<file path="src/rtl/fetch_sequencer_if.sv">
// rtl/fetch_sequencer_if.sv - fetch sequencer bus: imem read port, redirect/stall controls, decode handshake
interface fetch_sequencer_if;
    logic [31:0] imem_addr;
    logic [31:0] imem_data;
    logic        redirect_valid;
    logic [31:0] redirect_pc;
    logic        stall;
    logic        out_valid;
    logic        out_ready;
    logic [31:0] out_instr;
    logic [31:0] out_pc;
    logic        done;
    logic        fault;
    logic [31:0] fault_pc;

    // sequencer side
    modport master (
        output imem_addr,
        input  imem_data,
        input  redirect_valid,
        input  redirect_pc,
        input  stall,
        output out_valid,
        input  out_ready,
        output out_instr,
        output out_pc,
        output done,
        output fault,
        output fault_pc
    );

    // memory / pc logic / decode side
    modport slave (
        input  imem_addr,
        output imem_data,
        output redirect_valid,
        output redirect_pc,
        output stall,
        input  out_valid,
        output out_ready,
        input  out_instr,
        input  out_pc,
        input  done,
        input  fault,
        input  fault_pc
    );
endinterface

</file>
<file path="src/rtl/fetch_sequencer.sv">
// rtl/fetch_sequencer.sv - instruction fetch controller with fetch FIFO, redirect flush, end and fault detection
module fetch_sequencer #(
    parameter logic [31:0] RESET_PC  = 32'h0,
    parameter int          IMEM_SIZE = 18,
    parameter int          DEPTH     = 2
) (
    input  logic              clk,
    input  logic              reset,
    fetch_sequencer_if.master bus
);

    localparam int          PW        = (DEPTH > 1) ? $clog2(DEPTH) : 1;
    localparam logic [PW-1:0] LAST_PTR = PW'(DEPTH - 1);
    localparam logic [2:0]  CNT_DEPTH = 3'(DEPTH);
    localparam logic [31:0] LAST_WORD = 32'(IMEM_SIZE - 1);

    typedef enum logic [1:0] {
        S_FETCH = 2'd0,
        S_END   = 2'd1,
        S_FAULT = 2'd2
    } state_t;

    state_t      state, state_n;
    logic [31:0] fetch_pc, fetch_pc_n;
    logic        fault_q, fault_n;
    logic [31:0] fault_pc_q, fault_pc_n;
    logic        done_q, done_n;

    logic [31:0] entry_instr [DEPTH];
    logic [31:0] entry_pc    [DEPTH];
    logic [PW-1:0] rd_ptr, rd_n;
    logic [PW-1:0] wr_ptr, wr_n;
    logic [2:0]    count, count_n;
    logic [2:0]    remaining;

    logic        out_valid_q;
    logic [31:0] out_instr_q, out_pc_q;
    logic [31:0] head_instr_n, head_pc_n;

    logic        pop;
    logic        push;
    logic        flush;
    logic        word_ok;
    logic        space;
    logic        misaligned;

    function automatic logic [PW-1:0] ptr_inc(input logic [PW-1:0] p);
        if (p == LAST_PTR) begin
            return '0;
        end
        return p + 1'b1;
    endfunction

    assign pop        = out_valid_q & bus.out_ready;
    assign word_ok    = ((fetch_pc >> 2) <= LAST_WORD) && (bus.imem_data != 32'h0);
    assign space      = (count < CNT_DEPTH) || pop;
    assign misaligned = (bus.redirect_pc[1:0] != 2'b00);

    assign bus.imem_addr = fetch_pc;
    assign bus.out_valid = out_valid_q;
    assign bus.out_instr = out_instr_q;
    assign bus.out_pc    = out_pc_q;
    assign bus.done      = done_q;
    assign bus.fault     = fault_q;
    assign bus.fault_pc  = fault_pc_q;

    // fetch state machine: redirect > stall > fetch, decides push/flush and next pc
    always_comb begin
        state_n    = state;
        fetch_pc_n = fetch_pc;
        fault_n    = fault_q;
        fault_pc_n = fault_pc_q;
        push       = 1'b0;
        flush      = 1'b0;
        case (state)
            S_FETCH: begin
                if (bus.redirect_valid && misaligned) begin
                    flush      = 1'b1;
                    fault_n    = 1'b1;
                    fault_pc_n = bus.redirect_pc;
                    state_n    = S_FAULT;
                end else if (bus.redirect_valid) begin
                    flush      = 1'b1;
                    fetch_pc_n = bus.redirect_pc;
                end else if (bus.stall) begin
                    fetch_pc_n = fetch_pc;
                end else if (space) begin
                    if (word_ok) begin
                        push       = 1'b1;
                        fetch_pc_n = fetch_pc + 32'd4;
                    end else begin
                        state_n = S_END;
                    end
                end
            end
            S_END: begin
                if (bus.redirect_valid && misaligned) begin
                    flush      = 1'b1;
                    fault_n    = 1'b1;
                    fault_pc_n = bus.redirect_pc;
                    state_n    = S_FAULT;
                end else if (bus.redirect_valid) begin
                    flush      = 1'b1;
                    fetch_pc_n = bus.redirect_pc;
                    state_n    = S_FETCH;
                end
            end
            S_FAULT: begin
                state_n = S_FAULT;
            end
            default: begin
                state_n = S_FETCH;
            end
        endcase
    end

    // fifo bookkeeping and the head entry that the output registers will show next
    always_comb begin
        rd_n         = rd_ptr;
        wr_n         = wr_ptr;
        count_n      = count;
        remaining    = count - {2'b00, pop};
        head_instr_n = out_instr_q;
        head_pc_n    = out_pc_q;
        if (flush) begin
            rd_n    = '0;
            wr_n    = '0;
            count_n = 3'd0;
        end else begin
            if (pop) begin
                rd_n = ptr_inc(rd_ptr);
            end
            if (push) begin
                wr_n = ptr_inc(wr_ptr);
            end
            count_n = remaining + {2'b00, push};
            if (remaining == 3'd0) begin
                head_instr_n = bus.imem_data;
                head_pc_n    = fetch_pc;
            end else begin
                head_instr_n = entry_instr[rd_n];
                head_pc_n    = entry_pc[rd_n];
            end
        end
        done_n = (state_n == S_END) && (count_n == 3'd0);
    end

    // control state, pointers and sticky fault
    always_ff @(posedge clk or negedge reset) begin
        if (!reset) begin
            state      <= S_FETCH;
            fetch_pc   <= RESET_PC;
            fault_q    <= 1'b0;
            fault_pc_q <= 32'h0;
            done_q     <= 1'b0;
            rd_ptr     <= '0;
            wr_ptr     <= '0;
            count      <= 3'd0;
        end else begin
            state      <= state_n;
            fetch_pc   <= fetch_pc_n;
            fault_q    <= fault_n;
            fault_pc_q <= fault_pc_n;
            done_q     <= done_n;
            rd_ptr     <= rd_n;
            wr_ptr     <= wr_n;
            count      <= count_n;
        end
    end

    // fifo storage: written at the tail on push
    always_ff @(posedge clk or negedge reset) begin
        if (!reset) begin
            for (int i = 0; i < DEPTH; i++) begin
                entry_instr[i] <= 32'h0;
                entry_pc[i]    <= 32'h0;
            end
        end else if (push) begin
            entry_instr[wr_ptr] <= bus.imem_data;
            entry_pc[wr_ptr]    <= fetch_pc;
        end
    end

    // registered head outputs; data holds its last value while the fifo is empty
    always_ff @(posedge clk or negedge reset) begin
        if (!reset) begin
            out_valid_q <= 1'b0;
            out_instr_q <= 32'h0;
            out_pc_q    <= 32'h0;
        end else begin
            out_valid_q <= (count_n != 3'd0);
            if (count_n != 3'd0) begin
                out_instr_q <= head_instr_n;
                out_pc_q    <= head_pc_n;
            end
        end
    end

endmodule

</file>
<file path="src/flat_wrapper.sv">
// flat-port wrapper written by rule: the top's interface ports become plain ports
module fetch_sequencer_flat 
#(
    parameter logic [31:0] RESET_PC  = 32'h0,
    parameter int          IMEM_SIZE = 18,
    parameter int          DEPTH     = 2
)
  (clk, reset, bus_imem_addr, bus_imem_data, bus_redirect_valid, bus_redirect_pc, bus_stall, bus_out_valid, bus_out_ready, bus_out_instr, bus_out_pc, bus_done, bus_fault, bus_fault_pc);
  fetch_sequencer_if bus_i ();
  input  logic clk;
  input  logic reset;
  output wire logic [$bits(bus_i.imem_addr)-1:0] bus_imem_addr;
  input wire logic [$bits(bus_i.imem_data)-1:0] bus_imem_data;
  input wire logic [$bits(bus_i.redirect_valid)-1:0] bus_redirect_valid;
  input wire logic [$bits(bus_i.redirect_pc)-1:0] bus_redirect_pc;
  input wire logic [$bits(bus_i.stall)-1:0] bus_stall;
  output wire logic [$bits(bus_i.out_valid)-1:0] bus_out_valid;
  input wire logic [$bits(bus_i.out_ready)-1:0] bus_out_ready;
  output wire logic [$bits(bus_i.out_instr)-1:0] bus_out_instr;
  output wire logic [$bits(bus_i.out_pc)-1:0] bus_out_pc;
  output wire logic [$bits(bus_i.done)-1:0] bus_done;
  output wire logic [$bits(bus_i.fault)-1:0] bus_fault;
  output wire logic [$bits(bus_i.fault_pc)-1:0] bus_fault_pc;
  assign bus_imem_addr = bus_i.imem_addr;
  assign bus_i.imem_data = bus_imem_data;
  assign bus_i.redirect_valid = bus_redirect_valid;
  assign bus_i.redirect_pc = bus_redirect_pc;
  assign bus_i.stall = bus_stall;
  assign bus_out_valid = bus_i.out_valid;
  assign bus_i.out_ready = bus_out_ready;
  assign bus_out_instr = bus_i.out_instr;
  assign bus_out_pc = bus_i.out_pc;
  assign bus_done = bus_i.done;
  assign bus_fault = bus_i.fault;
  assign bus_fault_pc = bus_i.fault_pc;
  fetch_sequencer #(.RESET_PC(RESET_PC), .IMEM_SIZE(IMEM_SIZE), .DEPTH(DEPTH)) u_core (.clk(clk), .reset(reset), .bus(bus_i));
endmodule
</file>
<file path="config.mk">
export PLATFORM = sky130hd
export DESIGN_NAME = fetch_sequencer_flat
export DESIGN_NICKNAME = d
export VERILOG_FILES = /design/src/rtl/fetch_sequencer_if.sv /design/src/rtl/fetch_sequencer.sv /design/src/flat_wrapper.sv
export SDC_FILE = /design/constraint.sdc
export NUM_CORES = 1
export LEC_CHECK = 0
export ABC_CLOCK_PERIOD_IN_PS = 3830
export CELL_PAD_IN_SITES_DETAIL_PLACEMENT = 0
export CELL_PAD_IN_SITES_GLOBAL_PLACEMENT = 2
export CORE_MARGIN = 5
export CORE_UTILIZATION = 35
export CTS_CLUSTER_DIAMETER = 60
export DETAILED_ROUTE_END_ITERATION = 8
export GPL_TIMING_DRIVEN = 0
export PLACE_DENSITY_LB_ADDON = 0.2
export SETUP_SLACK_MARGIN = 0.1
export SLEW_MARGIN = 20
export SYNTH_ARGS = -nofsm -noshare
export SYNTH_HDL_FRONTEND = slang
export SYNTH_SLANG_ARGS = --single-unit
</file>
<file path="constraint.sdc">
create_clock -name clk -period 3.83 [get_ports clk]
set_input_delay 0.5745 -clock clk [delete_from_list [all_inputs] [get_ports clk]]
set_output_delay 0.5745 -clock clk [all_outputs]
set_load 0.01 [all_outputs]
</file>
==> results.md <==
* Status: complete, no violations
* Endpoints failing setup at 0
* Core ar. at 0.0334 mm2
* Initial DRC Count at 440
* Pre-CTS setup slack at -1500 ps
* Row Count at 67
* Final wirelength at 33600 um
* Share of post-route cells with drive strength above 1 at 0.160
* Static leakage at 7.74 nW
* Worst-Margin Slew at 879 ps
* Crit-path max cell delay at 520 ps
* YS warnings at 0
* Die area at 0.0373 mm2
* Die X at 193 um
* Slowest CP cell: or4_1
* Insertion delay of the later-clocked pin in the worst-skew pair at 550 ps
* Critical Path AT at 3970 ps
* # IOs at 200
* Max Cap Violations at 0
* CP Cell Sequence: inv_1 > ha_1 > nor2_1 > o31a_1 > or4_1 > buf_2 > nor3_4 > ha_1 > ha_1 > xor2_1 > a21o_1 > buf_8 > clkbuf_4 > a211oi_1 > a21o_1
* Setup TNS at 0 ps
* Syn-to-layout area delta at 32.2%
* Avg Inst Size Synth at 12.1 um2
* Critical path class: register to register
* Synthesized net count at 1049
* Sequential cell area fraction in the yosys report at 0.566
* Hold crit path type: register to register
* Highest clock rate at 283 MHz
* WL per Instance at 19.9 um
* Die height at 193 um
* Internal power at 6.12 mW
* Finished Core Util at 0.466
* Number of global-route vias before repair at 8834
* HPWL after DPL at 23900 um
* Fin nets at 1292
* Multi-input gate area at 0.00477 mm2
* Pins Over Slew Limit at 0
* CP Capture Type: register
* Total track usage at 0.176
* RSZ-0062 raised after global routing: true
* TritonCTS clock tree: built
* Initial core utilization at 0.352
* Post-Syn Area at 0.0118 mm2
* DRT Pass-1 Iters at 5
* Net Sw Frac at 0.323
* Overall power at 9.05 mW
* EDFF count, synth at 0
* Placed cell area at 0.0144 mm2
* Final Skew at 17.5 ps
* Pwr dens at 582 mW/mm2
* Max IR drop VDD at 352 uV
* Global route overflow at 0
* Post-synth ARST share at 1.00
* Final period util at 0.923
* Post-synthesis cell type count at 50
* Initial antenna violation count at 0
* Max Buffers Root-to-Sink at 3
* Crit path required time at 4260 ps
* Total number of clock tree sinks at 266
* Vias/cell at 4.99
* Setup crit start kind: register
* Clock Power Share at 0.321
* Mapped Cells at 973
* Crit-path most repeated cell: ha_1
* Number of CTS-inserted buffers at 31
* Worst hold slack at 472 ps
* Largest net degree at the start of global routing at 93
* Clock slew at reported path FFs at 60 ps
* Combinational share of power at 0.327
* Number of port buffers at 199
* ANT nets after route at 0
* Setup ws final at 296 ps
* H-tree depth at 1
* Vias post-DR at 8416
* Fin area at 0.0155 mm2
* Worst slew margin at 0.414
* Sw Pwr at 2.93 mW
* Crit path max fanout at 10
* Flop pwr share at 0.352
* Synth Flop Type: dfrtp_1
* Reg area at 0.00666 mm2
* Placed insts at 1623
* Minimum clock period at 3530 ps
* DRC violation count after routing at 0
* First-pass GRT wire length at 53500 um
* Antenna diode count at 0
* CTS root buf: clkbuf_16
* Final-report hold violation count at 0
* Fin cells at 1686
* Final GP Congestion at 0.790
* Flops & latches, synth at 266
* Fillers at 3164
-- worst max-delay path: cells and delay by family, from the launching register on --
kind	cells	cell delay (ps)
XOR/XNOR	1	180
AO/OA/AOI/OAI	4	740
AND/OR/NAND/NOR	3	790
adder cells (fa/ha/maj)	3	490
buffers and inverters	4	730
flip-flops	1	470
-- cell families (layout without fill, tap and decap cells) --
logic type | after synthesis | in the layout | share of synthesized area
adders and majority gates | 7 | 7 | 0.00745
DFF | 266 | 266 | 0.566
muxes | 174 | 174 | 0.171
xor gates and xnor gates | 3 | 3 | 0.00224
AOI/OAI and AO/OA | 185 | 185 | 0.115
and+or+nand+nor | 261 | 261 | 0.109
buffers and inverters | 77 | 342 | 0.0301
-- power by group through the flow --
| stage | logic (mW) | clock network, mW | registers (mW) |
|---|---|---|---|
| global route | 3.26 | 3.13 | 3.21 |
| CTS | 2.98 | 3.01 | 3.19 |
| floorplan | 1.66 | 0 | 3.31 |
| finish | 2.96 | 2.91 | 3.19 |
| detailed placement | 2.93 | 0 | 3.24 |
| global placement | 2.91 | 0 | 3.24 |
-- final cells by class --
| cell class | instances | area share |
|---|---|---|
| plain buffers | 65 | 0.0229 |
| clock inverters | 10 | 0.00668 |
| repair buffers | 210 | 0.138 |
| multi-input cells | 630 | 0.307 |
| clock buffers | 45 | 0.0578 |
| well taps | 448 | 0.0361 |
| flip-flops and latches | 266 | 0.429 |
| inverters | 12 | 0.00290 |
-- path summary, 6_finish.rpt --
path / start / to / slack [ps] / cells past startpoint
hold / removal: u_core.bus.fault / u_core.bus.fault / 470 / 1
hold reg to reg: u_core.bus.fault / u_core.bus.fault / 470 / 1
setup reg to reg: u_core.bus.imem_addr[3] / u_core.bus.out_instr[21] / 300 / 15
min in group asynchronous: reset / u_core.bus.out_instr[10] / 530 / 2
setup / recovery: u_core.bus.imem_addr[3] / u_core.bus.out_instr[21] / 300 / 15
max in group asynchronous: reset / u_core.bus.imem_addr[2] / 2140 / 4
-- what timing repair did --
item                       CTS  global route
cloned                       0             0
hold buffers                 1             0
pin swaps                    1             3
setup endpoints to repair   66            88
gates resized for setup     20            20
hold endpoints to repair    50             0
buffers inserted             0             7
-- cells in the final DEF, fill, tap and decap left out, types with 31 or more instances in the layout --
master,netlist,final
nand2_1,47,47
a211oi_1,64,64
mux2_4,34,34
a21o_1,65,65
clkbuf_16,0,31
mux2i_1,66,66
clkbuf_1,54,47
clkdlybuf4s50_1,0,198
nor2_1,91,90
dfrtp_1,266,264
and2_1,53,53
mux2_2,74,74
-- sequential cells by signal (all words and copies together), names as in the netlist --
register and count:
u_core.bus.imem_addr 32, u_core.entry_pc 64, u_core.wr_ptr 1, u_core.bus.done 1, u_core.state 2, u_core.rd_ptr 1, u_core.bus.fault_pc 32, u_core.bus.out_pc 32
u_core.bus.out_valid 1, u_core.count 3, u_core.bus.out_instr 32, u_core.entry_instr 64, u_core.bus.fault 1
-- Yosys cell counts, types with 16 or more instances --
cell / instances / area, um2
dfrtp_1: 266 / 6660
nand3_1: 16 / 80.1
nand2_1: 47 / 176
nor2_1: 91 / 342
a21o_1: 65 / 488
a211oi_1: 64 / 480
nor4_1: 16 / 100
mux2_4: 34 / 510
clkbuf_1: 54 / 203
mux2_2: 74 / 833
and2_1: 53 / 332
mux2i_1: 66 / 661
-- metal layers --
| metal | GRT usage | share of wire | wire [um] | vias up |
|---|---|---|---|---|
| met5 | 0 | 0 | 0 | - |
| met4 | 0.0317 | 0.014 | 487 | 0 |
| met3 | 0.0456 | 0.062 | 2090 | 36 |
| met2 | 0.281 | 0.46 | 15500 | 192 |
| met1 | 0.248 | 0.46 | 15600 | 4211 |
| li1 | - | - | - | 3977 |
Note: power is estimated with default switching activity, not from simulation.
